`src/rtl/uart_rx_param_if.sv`:
```
// rtl/uart_rx_param_if.sv - received-word holding register handshake between UART receiver and register block
interface uart_rx_param_if #(
  parameter int DATA_BITS = 8
) ();
  logic [DATA_BITS-1:0] rx_data;
  logic                 rx_valid;
  logic                 rx_ready;
  logic                 rx_frame_err;
  logic                 rx_parity_err;

  modport master (
    output rx_data,
    output rx_valid,
    output rx_frame_err,
    output rx_parity_err,
    input  rx_ready
  );

  modport slave (
    input  rx_data,
    input  rx_valid,
    input  rx_frame_err,
    input  rx_parity_err,
    output rx_ready
  );
endinterface

```
`src/rtl/uart_rx_param.sv`:
```
// rtl/uart_rx_param.sv - parametrised oversampling UART receiver with parity, break detect and holding register
module uart_rx_param #(
  parameter int DATA_BITS  = 8,
  parameter int OVERSAMPLE = 16,
  parameter int DIV_W      = 16
) (
  input  logic             clk,
  input  logic             reset,
  input  logic             RxD,
  input  logic [DIV_W-1:0] baud_div,
  input  logic [1:0]       parity_mode,
  input  logic             stop2,
  uart_rx_param_if.master  rx,
  output logic             rx_break,
  output logic             rx_overrun,
  output logic             rx_done,
  output logic             rx_busy
);

  localparam int M  = OVERSAMPLE / 2;
  localparam int SW = $clog2(OVERSAMPLE);
  localparam int BW = (DATA_BITS > 1) ? $clog2(DATA_BITS) : 1;

  localparam logic [SW-1:0] S_LO   = SW'(M - 1);
  localparam logic [SW-1:0] S_MID  = SW'(M);
  localparam logic [SW-1:0] S_DEC  = SW'(M + 1);
  localparam logic [SW-1:0] S_END  = SW'(OVERSAMPLE - 1);
  localparam logic [BW-1:0] B_LAST = BW'(DATA_BITS - 1);

  typedef enum logic [2:0] {
    ST_IDLE,
    ST_START,
    ST_DATA,
    ST_PARITY,
    ST_STOP,
    ST_BREAK_WAIT
  } state_t;

  state_t state, state_nx;

  logic                 rx_meta, rxs;
  logic [DIV_W-1:0]     tick_cnt, div_l, div_src, div_eff;
  logic                 tick;
  logic [SW-1:0]        s_cnt;
  logic [BW-1:0]        bit_idx;
  logic                 stop_idx;
  logic                 samp0, samp1;
  logic                 maj, dec, eob;
  logic [DATA_BITS-1:0] shreg;
  logic                 par_bit, par_err, fe_acc, stop0_zero;
  logic                 par_en_l, par_odd_l, stop2_l;
  logic                 start_det, last_stop, first_stop_zero, brk_now, fe_now;
  logic                 frame_end;

  // Two-flop synchroniser; idles high so reset never looks like a start bit
  always_ff @(posedge clk) begin
    if (reset) begin
      rx_meta <= 1'b1;
      rxs     <= 1'b1;
    end else begin
      rx_meta <= RxD;
      rxs     <= rx_meta;
    end
  end

  // Divisor in use: live input while idle, frozen copy once a frame has started
  always_comb begin
    div_src = (state == ST_IDLE) ? baud_div : div_l;
    div_eff = (div_src == '0) ? DIV_W'(1) : div_src;
  end

  // >= rather than == so a smaller divisor never lets the counter run away
  assign tick = (tick_cnt >= (div_eff - DIV_W'(1)));

  // Free-running sample-tick generator
  always_ff @(posedge clk) begin
    if (reset) tick_cnt <= '0;
    else if (tick) tick_cnt <= '0;
    else tick_cnt <= tick_cnt + DIV_W'(1);
  end

  assign maj       = (samp0 & samp1) | (samp0 & rxs) | (samp1 & rxs);
  assign dec       = tick && (s_cnt == S_DEC);
  assign eob       = tick && (s_cnt == S_END);
  assign start_det = (state == ST_IDLE) && tick && !rxs;
  assign last_stop = (stop_idx == stop2_l);

  // Break needs the first stop decision low; when it is also the final one take it live
  assign first_stop_zero = (stop_idx == 1'b0) ? !maj : stop0_zero;
  assign brk_now  = (shreg == '0) && (!par_en_l || !par_bit) && first_stop_zero;
  assign fe_now   = fe_acc | !maj;
  assign rx_busy  = (state != ST_IDLE);

  // FSM state register
  always_ff @(posedge clk) begin
    if (reset) state <= ST_IDLE;
    else state <= state_nx;
  end

  // FSM next state; frame_end marks the decision tick of the final stop bit
  always_comb begin
    state_nx  = state;
    frame_end = 1'b0;
    case (state)
      ST_IDLE:       if (tick && !rxs) state_nx = ST_START;
      ST_START: begin
        if (dec && maj) state_nx = ST_IDLE;
        else if (eob) state_nx = ST_DATA;
      end
      ST_DATA:       if (eob && (bit_idx == B_LAST)) state_nx = par_en_l ? ST_PARITY : ST_STOP;
      ST_PARITY:     if (eob) state_nx = ST_STOP;
      ST_STOP: begin
        if (dec && last_stop) begin
          frame_end = 1'b1;
          state_nx  = brk_now ? ST_BREAK_WAIT : ST_IDLE;
        end
      end
      ST_BREAK_WAIT: if (tick && rxs) state_nx = ST_IDLE;
      default:       state_nx = ST_IDLE;
    endcase
  end

  // Bit timing, sampling, shifting and per-frame configuration capture
  always_ff @(posedge clk) begin
    if (reset) begin
      s_cnt      <= '0;
      bit_idx    <= '0;
      stop_idx   <= 1'b0;
      samp0      <= 1'b1;
      samp1      <= 1'b1;
      shreg      <= '0;
      par_bit    <= 1'b0;
      par_err    <= 1'b0;
      fe_acc     <= 1'b0;
      stop0_zero <= 1'b0;
      div_l      <= '0;
      par_en_l   <= 1'b0;
      par_odd_l  <= 1'b0;
      stop2_l    <= 1'b0;
    end else if (start_det) begin
      s_cnt      <= '0;
      bit_idx    <= '0;
      stop_idx   <= 1'b0;
      par_bit    <= 1'b0;
      par_err    <= 1'b0;
      fe_acc     <= 1'b0;
      stop0_zero <= 1'b0;
      div_l      <= baud_div;
      par_en_l   <= (parity_mode == 2'b01) || (parity_mode == 2'b10);
      par_odd_l  <= (parity_mode == 2'b10);
      stop2_l    <= stop2;
    end else if (tick && (state inside {ST_START, ST_DATA, ST_PARITY, ST_STOP})) begin
      s_cnt <= (s_cnt == S_END) ? '0 : s_cnt + SW'(1);
      if (s_cnt == S_LO)  samp0 <= rxs;
      if (s_cnt == S_MID) samp1 <= rxs;
      if (dec) begin
        case (state)
          ST_DATA:   shreg <= {maj, shreg[DATA_BITS-1:1]};
          ST_PARITY: begin
            par_bit <= maj;
            par_err <= ((^shreg) ^ maj) != par_odd_l;
          end
          ST_STOP: begin
            if (!maj) fe_acc <= 1'b1;
            if (stop_idx == 1'b0) stop0_zero <= !maj;
          end
          default: ;
        endcase
      end
      if (eob) begin
        case (state)
          ST_DATA: bit_idx  <= bit_idx + BW'(1);
          ST_STOP: stop_idx <= 1'b1;
          default: ;
        endcase
      end
    end
  end

  // Completion pulses and the valid/ready holding register with overrun drop
  always_ff @(posedge clk) begin
    if (reset) begin
      rx.rx_data       <= '0;
      rx.rx_valid      <= 1'b0;
      rx.rx_frame_err  <= 1'b0;
      rx.rx_parity_err <= 1'b0;
      rx_break         <= 1'b0;
      rx_overrun       <= 1'b0;
      rx_done          <= 1'b0;
    end else begin
      rx_done    <= frame_end;
      rx_break   <= frame_end && brk_now;
      rx_overrun <= 1'b0;
      if (frame_end) begin
        if (!rx.rx_valid || rx.rx_ready) begin
          rx.rx_data       <= brk_now ? '0 : shreg;
          rx.rx_frame_err  <= fe_now;
          rx.rx_parity_err <= par_err;
          rx.rx_valid      <= 1'b1;
        end else begin
          rx_overrun <= 1'b1;
        end
      end else if (rx.rx_valid && rx.rx_ready) begin
        rx.rx_valid <= 1'b0;
      end
    end
  end

endmodule

```
`src/flat_wrapper.sv`:
```
// flat-port wrapper written by rule: the top's interface ports become plain ports
module uart_rx_param_flat 
#(
  parameter int DATA_BITS  = 8,
  parameter int OVERSAMPLE = 16,
  parameter int DIV_W      = 16
)
  (clk, reset, RxD, baud_div, parity_mode, stop2, rx_break, rx_overrun, rx_done, rx_busy, rx_rx_data, rx_rx_valid, rx_rx_frame_err, rx_rx_parity_err, rx_rx_ready);
  uart_rx_param_if #(.DATA_BITS(DATA_BITS)) rx_i ();
  input  logic clk;
  input  logic reset;
  input  logic RxD;
  input  logic [DIV_W-1:0] baud_div;
  input  logic [1:0] parity_mode;
  input  logic stop2;
  output logic rx_break;
  output logic rx_overrun;
  output logic rx_done;
  output logic rx_busy;
  output wire logic [$bits(rx_i.rx_data)-1:0] rx_rx_data;
  output wire logic [$bits(rx_i.rx_valid)-1:0] rx_rx_valid;
  output wire logic [$bits(rx_i.rx_frame_err)-1:0] rx_rx_frame_err;
  output wire logic [$bits(rx_i.rx_parity_err)-1:0] rx_rx_parity_err;
  input wire logic [$bits(rx_i.rx_ready)-1:0] rx_rx_ready;
  assign rx_rx_data = rx_i.rx_data;
  assign rx_rx_valid = rx_i.rx_valid;
  assign rx_rx_frame_err = rx_i.rx_frame_err;
  assign rx_rx_parity_err = rx_i.rx_parity_err;
  assign rx_i.rx_ready = rx_rx_ready;
  uart_rx_param #(.DATA_BITS(DATA_BITS), .OVERSAMPLE(OVERSAMPLE), .DIV_W(DIV_W)) u_core (.clk(clk), .reset(reset), .RxD(RxD), .baud_div(baud_div), .parity_mode(parity_mode), .stop2(stop2), .rx(rx_i), .rx_break(rx_break), .rx_overrun(rx_overrun), .rx_done(rx_done), .rx_busy(rx_busy));
endmodule
```
`config.mk`:
```
export PLATFORM = sky130hd
export DESIGN_NAME = uart_rx_param_flat
export DESIGN_NICKNAME = d
export VERILOG_FILES = /design/src/rtl/uart_rx_param_if.sv /design/src/rtl/uart_rx_param.sv /design/src/flat_wrapper.sv
export SDC_FILE = /design/constraint.sdc
export NUM_CORES = 1
export LEC_CHECK = 0
export BUFFER_PORTS_ARGS = -buffer_cell sky130_fd_sc_hd__buf_4
export CAP_MARGIN = 20
export CORE_MARGIN = 2
export CORE_UTILIZATION = 50
export DETAILED_ROUTE_END_ITERATION = 6
export PLACE_DENSITY_LB_ADDON = 0.15
export SLEW_MARGIN = 20
export SYNTH_ARGS = -nofsm -noshare
export SYNTH_HDL_FRONTEND = slang
export SYNTH_SLANG_ARGS = --single-unit
```
`constraint.sdc`:
```
create_clock -name clk -period 4.49 [get_ports clk]
set_input_delay 0.6735 -clock clk [delete_from_list [all_inputs] [get_ports clk]]
set_output_delay 0.6735 -clock clk [all_outputs]
set_load 0.02 [all_outputs]
```
# Word level (Yosys, flattened, before mapping)
# Index checks and enable logic that the tools add are counted.
[op_classes]
div_mod_pow = 0
bitwise = 10
mux = 21
eq_ne = 21
multipliers = 0
order_cmp = 1
addsub = 4
reduce_logical = 43
n_shift = 0
[op_table]
columns = ["cell", "count"]
rows = [
  ["$mux W16", 2],
  ["$mux W3", 9],
  ["$pmux W3 S6", 1],
  ["$reduce_and A3 Y1", 6],
  ["$add A16 B1 Y16 const B", 1],
  ["$ge A16 B16 Y1", 1],
  ["$logic_not A16 Y1", 1],
  ["$sub A16 B1 Y16 const B", 1],
  ["$logic_and A1 B1 Y1", 14],
  ["$eq A4 B4 Y1 const B", 3],
  ["$eq A3 B3 Y1 const B", 3],
  ["$logic_not A8 Y1", 1],
  ["$mux W8", 1],
  ["$ne A2 B1 Y1 const B", 4],
  ["$reduce_and A4 Y1", 2],
  ["$reduce_xor A8 Y1", 1],
  ["$mux W1", 7],
  ["$eq A3 B2 Y1 const B", 2],
  ["$reduce_and A6 Y1", 1],
  ["$reduce_or A2 Y1", 3],
  ["$logic_not A1 Y1", 5],
  ["$add A4 B1 Y4 const B", 1],
  ["$eq A4 B3 Y1 const B", 1],
  ["$mux W4", 1],
  ["other kinds (18)", 28],
]
[word_totals]
inputBits = 23
out_inout_bits = 15
mem_bits_rw = 0
reg_bits = 76
mem_count = 0
latchBits = 0
mem_bits_ro = 0

# Depth between registers and ports, before layout
[logic_depth]
ltp_word = 12
ltp_mapped = 22
ltp_nobuf = 20

# Least setup slack after synthesis
# No wires, ideal clock.
[synth_path]
kind = "input-to-reg"
startpoint = "in baud_div[12]"
endpoint = "reg u_core.div_l[12]"
setup_ns = 0.128
slack_ns = 0.281
arrival_ns = 4.082
stages = 20
n_path_buf = 2
cell_sequence = "or4_1 > nor4_1 > nor2_1 > nor2_1 > nor2_1 > ha_1 > o21ai_1 > nand2b_1 > nor2_1 > xor2_1 > ha_1 > a21oi_1 > nand2_1 > a221oi_1 > o21ai_1 > buf_2 > nand2_1 > buf_2 > mux2i_1 > nor2_1"
[synth_via]
elab_chain_len = 7
[synth_lines]
columns = ["item", "line", "text"]
rows = [
  ["start: declaration", "flat_wrapper.sv:13", "input logic [DIV_W-1:0] baud_div;"],
  ["$mux W16", "uart_rx_param.sv:68", "div_src = (state == ST_IDLE) ? baud_div : div_l;"],
  ["$logic_not A16 Y1", "uart_rx_param.sv:69", "div_eff = (div_src == '0) ? DIV_W'(1) : div_src;"],
  ["$mux W16", "uart_rx_param.sv:69", ""],
  ["$sub A16 B1 Y16", "uart_rx_param.sv:73", "assign tick = (tick_cnt >= (div_eff - DIV_W'(1)));"],
  ["$ge A16 B16 Y1", "uart_rx_param.sv:73", ""],
  ["$logic_and A1 B1 Y1 (2 in a row)", "uart_rx_param.sv:85", "assign start_det = (state == ST_IDLE) && tick && !rxs;"],
  ["end signal: assignment", "uart_rx_param.sv:148", "div_l <= baud_div;"],
  ["end: declaration", "uart_rx_param.sv:42", "logic [DIV_W-1:0] tick_cnt, div_l, div_src, div_eff;"],
]
# Several ways; a longest one is shown, not always the timed one.
# A chain may end at the register's enable or synchronous reset.

# Worst setup path after layout
[layout_path]
startpoint = "in baud_div[12]"
endpoint = "reg u_core.state[0]"
[layout_via]
elab_chain_len = 9
word_cells_on_any_way = 21
cone_classes = "add/sub: 1; order compare: 1; eq/ne: 6; mux: 4; reduce/logical: 9"
[layout_lines]
columns = ["item", "line", "text"]
rows = [
  ["$mux W16 *", "uart_rx_param.sv:68", ""],
  ["$logic_not A16 Y1", "uart_rx_param.sv:69", ""],
  ["$mux W16 *", "uart_rx_param.sv:69", ""],
  ["$sub A16 B1 Y16 *", "uart_rx_param.sv:73", ""],
  ["$ge A16 B16 Y1 *", "uart_rx_param.sv:73", ""],
  ["$logic_and A1 B1 Y1, on equally long branches", "uart_rx_param.sv:83, uart_rx_param.sv:84", ""],
  ["$logic_and A1 B1 Y1, on equally long branches", "uart_rx_param.sv:107, uart_rx_param.sv:110, uart_rx_param.sv:113", ""],
  ["$ne A3 B1 Y1 (no line), or another cell as far along", "--", ""],
  ["$reduce_and A6 Y1 (no line) / $pmux W3 S6 (equally long branches)", "--", ""],
  ["end signal: assignment", "uart_rx_param.sv:97", "else state <= state_nx;"],
  ["end: declaration", "uart_rx_param.sv:39", "state_t state, state_nx;"],
]
# Mark *: on every way between the ends. The rest lies on a longest branch, timed or not.

==> key figures <==
Routing
  • Vias per cell: about 5.3
  • Initial DRT Pass Iterations: 4
  • First DRT Iteration DRCs: between 200 and 250
  • Drt drc: 0
  • DR vias: 3,543
  • Remaining antenna violation count after routing: 0
  • DR WL/cell: approximately 13 um
  • Routed WL: around 9.0 mm

Synthesis
  • Cell area after synthesis: between 4000 and 5000 um2
  • Average cell area after synthesis: around 8.4 um2
  • YS warnings: 0
  • Most used DFF post-synth: dfxtp_1
  • Post-synthesis cell type count: 48
  • Ys async rst share: 0%
  • Net Count, Synth: 556
  • Top-area cell type share of the netlist area: between 30% and 40%
  • Top cells by area, synth: dfxtp_1, mux2i_1, ha_1
  • Sequential element share of the synthesized area: a little over a third
  • Flops & latches, synth: 76
  • Post-synth top area cell: dfxtp_1
  • Post-synth EDFFs: 0
  • Mapped Cells: just over 500

Pwr
  • PwrDens: 316 nW/um2
  • Static Leak: between 2 and 2.5 nW
  • Power, Total: 0.00160 W
  • Max rail drop VDD: 153 uV

Place
  • Cell count after placement: between 600 and 700
  • DP Worst Slack: -0.189 ns
  • GP Congestion: 0.885
  • HPWL Detailed: 6.75 mm
  • Port bufs: 37

Setup path
  • Flop-to-flop setup slack: 0.34 ns
  • Worst path slowest cell: or4_1
  • Req. time, crit path: 4.77 ns
  • WP data arrival: 4.46 ns
  • Crit-path max FO: 7
  • Endpoint class of the critical path: register
  • Reg2reg start: u_core.div_l[12]
  • Worst path most repeated cell: nor2_1
  • Critical path cell sequence: buf_4, or4_1, nor4_4, nor2_1, nor2_1, nor2_1, ha_1, buf_4, nand2_1, nor2_1, xnor2_1, nor2_1, a21oi_1, ha_1, nand2_1, nor3_1, a21oi_1, o21ai_1, buf_4, a31o_1, or4b_1, a31oi_1
  • CP Class: input port to register
  • Worst Setup Start Kind: input port
  • R2R depth: 21
  • Crit-path max cell delay: about 0.61 ns
  • Worst flop-to-flop path endpoint: u_core.state[0]

STA
  • Hold Fails Final Rpt: 0
  • Tightest Pin Transition: around 0.45 ns
  • Fin worst setup slack: around 0.31 ns
  • Worst Skew: 0.0104 ns
  • Setup violators final: 0
  • RSZ-0062 raised after global routing: no
  • Max transition margin: between 60% and 70%
  • Fmax: around 240 MHz
  • Fin. max-slew vios: 0
  • Post-route minimum period: approximately 4.2 ns
  • Final period util: roughly 93%

CTS
  • Longest Clk Path Bufs: 2
  • H-Tree Depth: 3
  • CTS tree: yes
  • CTS clock-pin slew for the worst setup and hold paths: 0.08 ns
  • # Post-CTS Setup Buffers: 0
  • CTS root buf: clkbuf_8
  • CTS hold repair buffers: 0
  • Post_cts resized: 0
  • CTS Buf Count: 9
  • Worst-Skew Late Latency: approximately 0.36 ns
  • CTS Sinks: 76

Finish
  • Share of layout cells above drive strength 1: approximately 17%
  • Final net count: roughly 610
  • Fin util: 61.6%
  • # diodes: 0
  • Finished Layout Cells: 670
  • Layout area overhead: 19.8%

Die
  • Num rows: 33
  • Core Footprint: 8220 um2
  • Io pins: 38
  • Die area: 9200 um2
  • Die height: between 90 and 100 um
  • Die width: 95.9 um
  • Initial Utilization: between 50% and 60%

Min path
  • Worst Hold Class: register to register
  • Hold EP: u_core.rxs
  • Hold wc startpoint: u_core.rx_meta
  • Hold Path Depth: 1

Global route
  • Global route overflow: 0
  • Gr usage total: approximately a fifth
  • Antenna violations before repair: 0
  • First-pass GRT wire length: between 15 and 20 mm
  • Vias in the first global route: 3,347
  • Largest net degree at the start of global routing: 38

Run status
  • Outcome: completed

Job
  • Max-cap violations: 0
## worst max-delay path, delay by kind of cell
kind,cells,cell delay [ns]
XOR/XNOR,1,0.12
buffers and inverters,3,0.43
AO/OA/AOI/OAI,5,0.72
adder cells (fa/ha/maj),2,0.50
AND/OR/NAND/NOR,11,2.04
## per-stage QoR
| stage | hold WS (ns) | TNS [ns] | cell area [um2] |
|---|---|---|---|
| global route | 0.440 | 0 | 5060 |
| detailed placement | 0.403 | -7.80 | 4790 |
| finish | 0.419 | 0 | 5060 |
| floorplan | 0.389 | 0 | 4230 |
| CTS | 0.424 | 0 | 5010 |
| global placement | 0.402 | -1.75 | 4790 |
## cell type report
type | instances | area [um2]
Sequential cell | 76 | 1520
Multi-Input combinational cell | 389 | 2590
Timing Repair Buffer | 63 | 510
Clock buffer | 9 | 124
Clock inverter | 7 | 105
Fill cell | 740 | 3160
Tap cell | 105 | 131
Inverter | 21 | 78.8
## placed cells by master, fill, tap and decap left out, drive strengths merged, types with 4 or more instances in the layout
cell    count
nand4       8
ha         28
clkbuf      9
mux2i      45
nand2b      7
nor2       87
nor2b       6
or3         6
nor3       15
nand3      24
and3        6
nand2      39
o21ai      24
xor2       21
xnor2      16
inv        24
a21oi      21
and2        4
buf        63
a31oi       5
dfxtp      76
## cell usage after synthesis (4+ instances only)
cell / number
nor2_1: 86
dfxtp_1: 76
mux2i_1: 45
nand2_1: 39
ha_1: 28
nand3_1: 23
a21oi_1: 21
xor2_1: 21
inv_1: 20
o21ai_0: 19
xnor2_1: 16
nor3_1: 14
clkbuf_1: 11
buf_2: 8
nand4_1: 8
nand2b_1: 7
and3_1: 6
or3_1: 6
a31oi_1: 5
nor2b_1: 5
and2_1: 4
o21ai_1: 4
## per-layer routing
| layer | wire (um) | global-route usage, % |
|---|---|---|
| met1 | 4390 | 28.5 |
| met2 | 4120 | 33.2 |
| met3 | 348 | 2.98 |
| met4 | 124 | 7.74 |
| met5 | 0 | 0 |
## state kept, by name (all words and copies together) (netlist names), 3 cells and up
name and flops:
u_core.bit_idx 3, u_core.tick_cnt 16, u_core.s_cnt 4, u_core.rx.rx_data 8, u_core.shreg 8, u_core.state 3, u_core.div_l 16
## logic make-up after synthesis
kind of cell	synth area share, %
flops	36.0
mux	10.9
simple gates	24.3
fa+ha+maj	8.29
xor+xnor	7.67
buf+inv	3.79
compound gates	9.00
## worst max path at each step
stage / endpoint / slack (ns) / startpoint / cells past startpoint
3_3_place_gp: u_core.shreg[6] / -0.07 / baud_div[12] / 21
3_5_place_dp: u_core.state[1] / -0.19 / baud_div[12] / 21
5_1_grt: u_core.state[0] / 0.01 / u_core.div_l[12] / 21
4_1_cts: u_core.state[1] / 0.16 / baud_div[12] / 21
2_1_floorplan: u_core.div_l[12] / 0.28 / baud_div[12] / 20
6_report: u_core.state[0] / 0.31 / baud_div[12] / 22
## power breakdown
part	internal (W)	leakage (nW)	total, W	switching (W)
clock	0.000322	0.112	0.000606	0.000285
sequential	0.000679	0.613	0.000688	0.00000911
combinational	0.000136	1.66	0.000303	0.000167
total	0.00114	2.38	0.00160	0.000461
No activity file was read; power rests on OpenSTA's default activity.
